`src/rtl/serial_word_loader_if.sv`:
```
// Bundle between the serial bit source, the loader and the downstream register.
// The master side drives the serial stream, clear and the acknowledge; the slave
// side (the loader) returns ready, the assembled word, its valid flag and the count.
interface serial_word_loader_if #(
    parameter int WIDTH = 32,
    parameter int CNT_W = 6
);
    logic             sin;
    logic             sin_valid;
    logic             sin_ready;
    logic             clear;
    logic [WIDTH-1:0] word;
    logic             word_valid;
    logic             word_ack;
    logic [CNT_W-1:0] bit_count;

    modport master (
        output sin,
        output sin_valid,
        input  sin_ready,
        output clear,
        input  word,
        input  word_valid,
        output word_ack,
        input  bit_count
    );

    modport slave (
        input  sin,
        input  sin_valid,
        output sin_ready,
        input  clear,
        output word,
        output word_valid,
        input  word_ack,
        output bit_count
    );
endinterface

```
`src/rtl/serial_word_loader.sv`:
```
// Serial-to-parallel word loader. Shifts in one bit per accepted beat until
// WIDTH bits are held, then presents the word with word_valid until the
// downstream register acknowledges it. clear aborts any partial or held word.
// All outputs come straight from registers; ready/valid mirror the state.
module serial_word_loader #(
    parameter int WIDTH     = 32,
    parameter int CNT_W     = 6,
    parameter bit MSB_FIRST = 1'b1
) (
    input  logic                 clk,
    input  logic                 reset,
    serial_word_loader_if.slave  bus
);
    typedef enum logic [1:0] {
        IDLE  = 2'd0,
        SHIFT = 2'd1,
        FULL  = 2'd2
    } state_t;

    localparam logic [CNT_W-1:0] LAST_CNT = CNT_W'(WIDTH - 1);
    localparam logic [CNT_W-1:0] ONE_CNT  = CNT_W'(1);

    state_t           state_r;
    state_t           state_s;
    logic [WIDTH-1:0] word_r;
    logic [WIDTH-1:0] word_s;
    logic [CNT_W-1:0] count_r;
    logic [CNT_W-1:0] count_s;
    logic             sin_ready_r;
    logic             sin_ready_s;
    logic             word_valid_r;
    logic             word_valid_s;
    logic             accept_s;

    // Insert one bit at the end selected by MSB_FIRST so that the first bit
    // received ends up in word[WIDTH-1] (MSB first) or word[0] (LSB first).
    function automatic logic [WIDTH-1:0] shift_in(input logic [WIDTH-1:0] w,
                                                  input logic             b);
        logic [WIDTH-1:0] r;
        if (MSB_FIRST) begin
            r = {w[WIDTH-2:0], b};
        end else begin
            r = {b, w[WIDTH-1:1]};
        end
        return r;
    endfunction

    // Next-state, next-word and next-count decode; clear overrides the handshake.
    always_comb begin
        state_s  = state_r;
        word_s   = word_r;
        count_s  = count_r;
        accept_s = bus.sin_valid & sin_ready_r & ~bus.clear;

        if (bus.clear) begin
            state_s = IDLE;
            word_s  = {WIDTH{1'b0}};
            count_s = {CNT_W{1'b0}};
        end else begin
            case (state_r)
                IDLE, SHIFT: begin
                    if (accept_s) begin
                        word_s  = shift_in(word_r, bus.sin);
                        count_s = count_r + ONE_CNT;
                        if (count_r == LAST_CNT) begin
                            state_s = FULL;
                        end else begin
                            state_s = SHIFT;
                        end
                    end else begin
                        state_s = state_r;
                    end
                end
                FULL: begin
                    // word is left as-is after the ack; it is only meaningful while valid
                    if (bus.word_ack) begin
                        state_s = IDLE;
                        count_s = {CNT_W{1'b0}};
                    end else begin
                        state_s = FULL;
                    end
                end
                default: begin
                    state_s = IDLE;
                    word_s  = {WIDTH{1'b0}};
                    count_s = {CNT_W{1'b0}};
                end
            endcase
        end

        sin_ready_s  = (state_s != FULL);
        word_valid_s = (state_s == FULL);
    end

    // State, data and handshake-flag registers with synchronous reset.
    always_ff @(posedge clk) begin
        if (reset) begin
            state_r      <= IDLE;
            word_r       <= {WIDTH{1'b0}};
            count_r      <= {CNT_W{1'b0}};
            sin_ready_r  <= 1'b1;
            word_valid_r <= 1'b0;
        end else begin
            state_r      <= state_s;
            word_r       <= word_s;
            count_r      <= count_s;
            sin_ready_r  <= sin_ready_s;
            word_valid_r <= word_valid_s;
        end
    end

    assign bus.sin_ready  = sin_ready_r;
    assign bus.word       = word_r;
    assign bus.word_valid = word_valid_r;
    assign bus.bit_count  = count_r;
endmodule

```
`src/flat_wrapper.sv`:
```
// flat-port wrapper written by rule: the top's interface ports become plain ports
module serial_word_loader_flat 
#(
    parameter int WIDTH     = 32,
    parameter int CNT_W     = 6,
    parameter bit MSB_FIRST = 1'b1
)
  (clk, reset, bus_sin, bus_sin_valid, bus_sin_ready, bus_clear, bus_word, bus_word_valid, bus_word_ack, bus_bit_count);
  serial_word_loader_if #(.WIDTH(WIDTH), .CNT_W(CNT_W)) bus_i ();
  input  logic clk;
  input  logic reset;
  input wire logic [$bits(bus_i.sin)-1:0] bus_sin;
  input wire logic [$bits(bus_i.sin_valid)-1:0] bus_sin_valid;
  output wire logic [$bits(bus_i.sin_ready)-1:0] bus_sin_ready;
  input wire logic [$bits(bus_i.clear)-1:0] bus_clear;
  output wire logic [$bits(bus_i.word)-1:0] bus_word;
  output wire logic [$bits(bus_i.word_valid)-1:0] bus_word_valid;
  input wire logic [$bits(bus_i.word_ack)-1:0] bus_word_ack;
  output wire logic [$bits(bus_i.bit_count)-1:0] bus_bit_count;
  assign bus_i.sin = bus_sin;
  assign bus_i.sin_valid = bus_sin_valid;
  assign bus_sin_ready = bus_i.sin_ready;
  assign bus_i.clear = bus_clear;
  assign bus_word = bus_i.word;
  assign bus_word_valid = bus_i.word_valid;
  assign bus_i.word_ack = bus_word_ack;
  assign bus_bit_count = bus_i.bit_count;
  serial_word_loader #(.WIDTH(WIDTH), .CNT_W(CNT_W), .MSB_FIRST(MSB_FIRST)) u_core (.clk(clk), .reset(reset), .bus(bus_i));
endmodule
```
`config.mk`:
```
export PLATFORM = sky130hd
export DESIGN_NAME = serial_word_loader_flat
export DESIGN_NICKNAME = d
export VERILOG_FILES = /design/src/rtl/serial_word_loader_if.sv /design/src/rtl/serial_word_loader.sv /design/src/flat_wrapper.sv
export SDC_FILE = /design/constraint.sdc
export NUM_CORES = 1
export LEC_CHECK = 0
export ABC_AREA = 1
export BUFFER_PORTS_ARGS = -buffer_cell sky130_fd_sc_hd__buf_2
export CORE_UTILIZATION = 50
export CTS_CLUSTER_DIAMETER = 40
export DETAILED_ROUTE_END_ITERATION = 10
export GPL_TIMING_DRIVEN = 0
export PLACE_DENSITY = 0.77
export SETUP_SLACK_MARGIN = 0.3
export SKIP_LAST_GASP = 1
export SYNTH_ARGS = -nofsm -noshare
export SYNTH_HDL_FRONTEND = slang
export SYNTH_SLANG_ARGS = --single-unit
```
`constraint.sdc`:
```
create_clock -name clk -period 1.5 [get_ports clk]
set_input_delay 0.375 -clock clk [delete_from_list [all_inputs] [get_ports clk]]
set_output_delay 0.375 -clock clk [all_outputs]
set_load 0.05 [all_outputs]
```
==> results of run 1 <==
## stage by stage
| stage | worst slack (ps) | std cells |
|---|---|---|
| detailed placement | 52.0 | 297 |
| global placement | 70.1 | 297 |
| CTS | 223 | 337 |
| floorplan | 238 | 208 |
## cells by family after synthesis
kind of cell / Yosys count
AOI/OAI and AO/OA: 39
xor gates and xnor gates: 1
adders and majority gates: 1
buffers and inverters: 22
DFF: 42
and+or+nand+nor: 103
## what timing repair did
item,4_1_cts
setup endpoints to repair,71
pin swaps,3
setup buffers,32
gates resized for setup,157
gates cloned,0
==> metrics.md, run 1 <==
| Metric | Value |
|---|---|
| Area share of and/or/nand/nor cells after synthesis | 26.7% |
| Top-count cell post-synth | nand2_1 |
| Fail Step | global routing |
| Root Driver | clkbuf_4 |
| Yosys Warn Count | 0 |
| Compound-gate portion of the synthesized area | 12.6% |
| Pin count of the biggest net entering global routing | 15 |
| Cts hold-fix bufs | 0 |
| Synth Flop Type | dfxtp_1 |
| XOR/XNOR Fraction of Synth Area | 0.554% |
| Die Span X | 58.2 um |
| DP Area | 1880 um^2 |
| I/O Buffers | 45 |
| Row Count | 20 |
| FF+latch count, synth | 42 |
| Register area share after synthesis | 53.2% |
| Post-synth top cells | nand2_1 (79), dfxtp_1 (42), a21oi_1 (38) |
| Synth top area share | 53.2% |
| Mux cell area share after synthesis | 0% |
| H-tree depth | 2 |
| Status | stopped before the end |
| Syn Area/Cell | 7.60 um^2 |
| Error | [ERROR DPL-0033] detailed placement checks failed during check placement. |
| Async set or reset register ratio after synthesis | 0% |
| Area contributors post-synth | dfxtp_1 (53%), nand2_1 (19%), a21oi_1 (12%) |
| CTS Sinks | 42 |
| Mapped Cells | 208 |
| Synth Area in Adders | 0.791% |
| Clock Tree Buf Depth | 2 |
| Initial antenna violation count | 0 |
| Syn Nets | 215 |
| I/O pins | 46 |
| Netlist cell types | 19 |
| Largest area contributor in the netlist | dfxtp_1 |
| Post-synth EDFFs | 0 |
| Largest family of logic cells by synthesized area | simple AND/OR/NAND/NOR gates |
| Worst endpoint pin kind | primary output |
| Hpwl dp | 2.16 mm |
| Global placement routability congestion | 0.799 |
| Chip height | 58.2 um |
| Initial core utilization | 52.2% |
| GRT worst endpoint | bus_word[7] |
| CTS buffer count | 5 |
| Post-Synthesis Cell Area | 1580 um^2 |
==> inputs of run 2 (changes only) <==
--- a/config.mk
+++ b/config.mk
@@ -7,12 +7,10 @@
 export LEC_CHECK = 0
 export ABC_AREA = 1
 export BUFFER_PORTS_ARGS = -buffer_cell sky130_fd_sc_hd__buf_2
-export CORE_UTILIZATION = 50
-export CTS_CLUSTER_DIAMETER = 40
+export CORE_UTILIZATION = 37
 export DETAILED_ROUTE_END_ITERATION = 10
 export GPL_TIMING_DRIVEN = 0
-export PLACE_DENSITY = 0.77
-export SETUP_SLACK_MARGIN = 0.3
+export PLACE_DENSITY_LB_ADDON = 0.15
 export SKIP_LAST_GASP = 1
 export SYNTH_ARGS = -nofsm -noshare
 export SYNTH_HDL_FRONTEND = slang
==> run 2 against run 1 <==
Area after synthesis did not move. Synthesized cell count unchanged. The flow now finishes without violations.
==> metrics.md, run 2 <==
| Metric | Value |
|---|---|
| CP max-delay cell | dfxtp_1 |
| I/O Buffers | 45 (unchanged) |
| Final setup fails | 0 |
| Kind of cell adding the most delay to the critical path | flip-flops |
| Vias in the first global route | 1168 |
| Depth of the worst hold-timing path | 2 |
| Chip height | 67.4 um (+16%) |
| Area contributors post-synth | dfxtp_1 (53%), nand2_1 (19%), a21oi_1 (12%) |
| Top-count cell post-synth | nand2_1 |
| Post-synth EDFFs | 0 (unchanged) |
| Required time worst endpoint | 1120 ps |
| Share of layout cells above drive strength 1 | 25.7% |
| CTS tree | done |
| Ant diodes | 0 |
| WP buf/inv | 1 |
| Synth top area share | 53.2% (unchanged) |
| I/O pins | 46 (unchanged) |
| Critical Path Fanout Max | 5 |
| R2R depth | 5 |
| Startpoint type of the worst setup path | flop |
| WP data arrival | 1000 ps |
| Largest area contributor in the netlist | dfxtp_1 |
| Slowest stage delay, CP | 420 ps |
| Syn Nets | 215 (unchanged) |
| Root Driver | clkbuf_8 |
| FF+latch count, synth | 42 (unchanged) |
| Via density | 4.61 |
| Hold Path End | u_core.state_r[0] |
| Fin cells | 311 |
| Clk slew on worst S/H paths | 80 ps |
| Avg WL per Cell | 10.6 um |
| Async set or reset register ratio after synthesis | 0% (unchanged) |
| Pwr Total | 0.00195 W |
| Min cycle time layout | 1380 ps |
| Fin. Hold Viols | 0 |
| CTS Sinks | 42 (unchanged) |
| Reg-to-reg slack, setup | 200 ps |
| Pin count of the biggest net entering global routing | 13 |
| Most common cell after layout, fill and taps aside | nand2_1 |
| Period Utilization, post-route | 91.8% |
| Row Count | 23 (+15%) |
| Initial antenna violation count | 0 |
| Placed cells | 303 (+2.0%) |
| Final WL | 3.30 mm |
| Least-Margin Pin Slew | 444 ps |
| RSZ-0062 raised after global routing | no |
| Clock skew | 4.98 ps |
| Die area | 4540 um^2 |
| Status | finished clean |
| Register area share after synthesis | 53.2% (unchanged) |
| Area Overhead vs Synth | 24.1% |
| Nets | 267 |
| Mapped Cells | 208 (unchanged) |
| Crit path cell chain | buf_2 |
| Initial DRT Pass Iterations | 4 |
| Global-route wire length before repair | 5.26 mm |
| Setup TNS | 0 ps |
| Max_slew headroom | 70.4% |
| CTS buffer count | 5 (unchanged) |
| LEAKAGE | 0.817 nW |
| Clk_lat worst skew | 290 ps |
| Hold path start | reset |
| Synth Flop Type | dfxtp_1 |
| Core Area | 4060 um^2 |
| Cts hold-fix bufs | 0 (unchanged) |
| Clock Tree Buf Depth | 2 (unchanged) |
| Max Slew Vio Count | 0 |
| Worst Setup Path Type | reg -> out |
| Crit. End Element | output pin |
| Fmax | 0.727 GHz |
| Post-Synthesis Cell Area | 1580 um^2 (unchanged) |
| Initial core utilization | 39.0% (-13 points) |
| Post-synth top cells | nand2_1 (79), dfxtp_1 (42), a21oi_1 (38) |
| Yosys Warn Count | 0 (unchanged) |
| # DRC | 0 |
| PnR worst setup slack | 124 ps |
| DP Worst Slack | 17.5 ps (-34.5 ps) |
| GRT overflow | 0 |
| Largest register FFs | 32 |
| Post-CTS Resized | 0 (-100%) |
| Setup Buffers After CTS | 0 (-100%) |
| Via count | 1433 |
| Hpwl dp | 2.33 mm (+8.2%) |
| Worst vdd ir | 0.522 mV |
| Commonest non-fill, non-tap cells in the layout | nand2_1 (79), buf_2 (49), dfxtp_1 (40) |
| Crit Reg-Reg Endpoint | u_core.bus.word[25] |
| Global placement routability congestion | 0.728 (-8.9%) |
| Die Span X | 67.4 um (+16%) |
| Gr usage total | 15.5% |
| Worst reg2reg path startpoint | u_core.bus.sin_ready |
| Hold WC Path Type | in -> reg |
| Syn Area/Cell | 7.60 um^2 (unchanged) |
| Maximum capacitance violations | 0 |
| H-tree depth | 2 (unchanged) |
| Pwr dens | 996 nW/um^2 |
| Iteration-0 DRC count of the detailed router | 87 |
| ANT nets after route | 0 |
| Netlist cell types | 19 (unchanged) |
| Number of cells on the critical path | 1 |
[run 2: cell families after synthesis]
group           Yosys count  synth area share (%)
xor+xnor                  1                 0.554
buf+inv                  22                  6.25
flops                    42                  53.2
fa+ha+maj                 1                 0.791
compound gates           39                  12.6
simple gates            103                  26.7
[run 2: routing by layer]
layer,routed length [um],GRT usage [%],up-vias
met5,0,0,-
met4,27,6.38,0
met3,202,4.73,4
met2,1420,22.9,34
met1,1650,20.8,625
li1,-,-,770
[run 2: how the worst max path moves through the flow]
stage                                  from                   to  slack [ps]
floorplan              u_core.bus.sin_ready   u_core.bus.word[0]          30
global placement                  bus_clear   u_core.bus.word[4]          30
detailed placement                bus_clear  u_core.bus.word[25]          20
CTS                 u_core.bus.bit_count[2]     bus_bit_count[2]         110
global route           u_core.bus.sin_ready  u_core.bus.word[27]          50
finish              u_core.bus.bit_count[2]     bus_bit_count[2]         120
[run 2: report_power, final]
part           leakage [nW]  internal [W]   total, W  switching, W
logic                 0.430     0.0000259  0.0000934     0.0000674
clock network        0.0482      0.000371   0.000742      0.000371
registers             0.339       0.00112    0.00112    0.00000221
[run 2: stage by stage]
stage | utilization (%) | cell area [um^2] | hold slack (ps)
global placement | 46.1 | 1870 | 447
detailed placement | 46.1 | 1870 | 454
finish | 48.4 | 1960 | 257
global route | 48.4 | 1960 | 266
floorplan | - | 1580 | 447
CTS | 48.4 | 1960 | 259
[run 2: worst reg2reg max path, delay by kind of cell (launching register included)]
family | cells | cell delay, ps
AND/OR/NAND/NOR | 3 | 440
flip-flops | 1 | 360
buffers and inverters | 1 | 270
AO/OA/AOI/OAI | 1 | 160
[run 2: final cells by class]
cell class	instances	area, um^2
Buffer	10	53.8
Clock buffer	7	86.3
Clock inverter	1	5.00
Fill cell	439	2090
Inverter	12	45.0
Multi-Input combinational cell	144	642
Sequential cell	42	843
Tap cell	50	62.6
Timing Repair Buffer	45	225
Power figures use the tool's default switching activity.
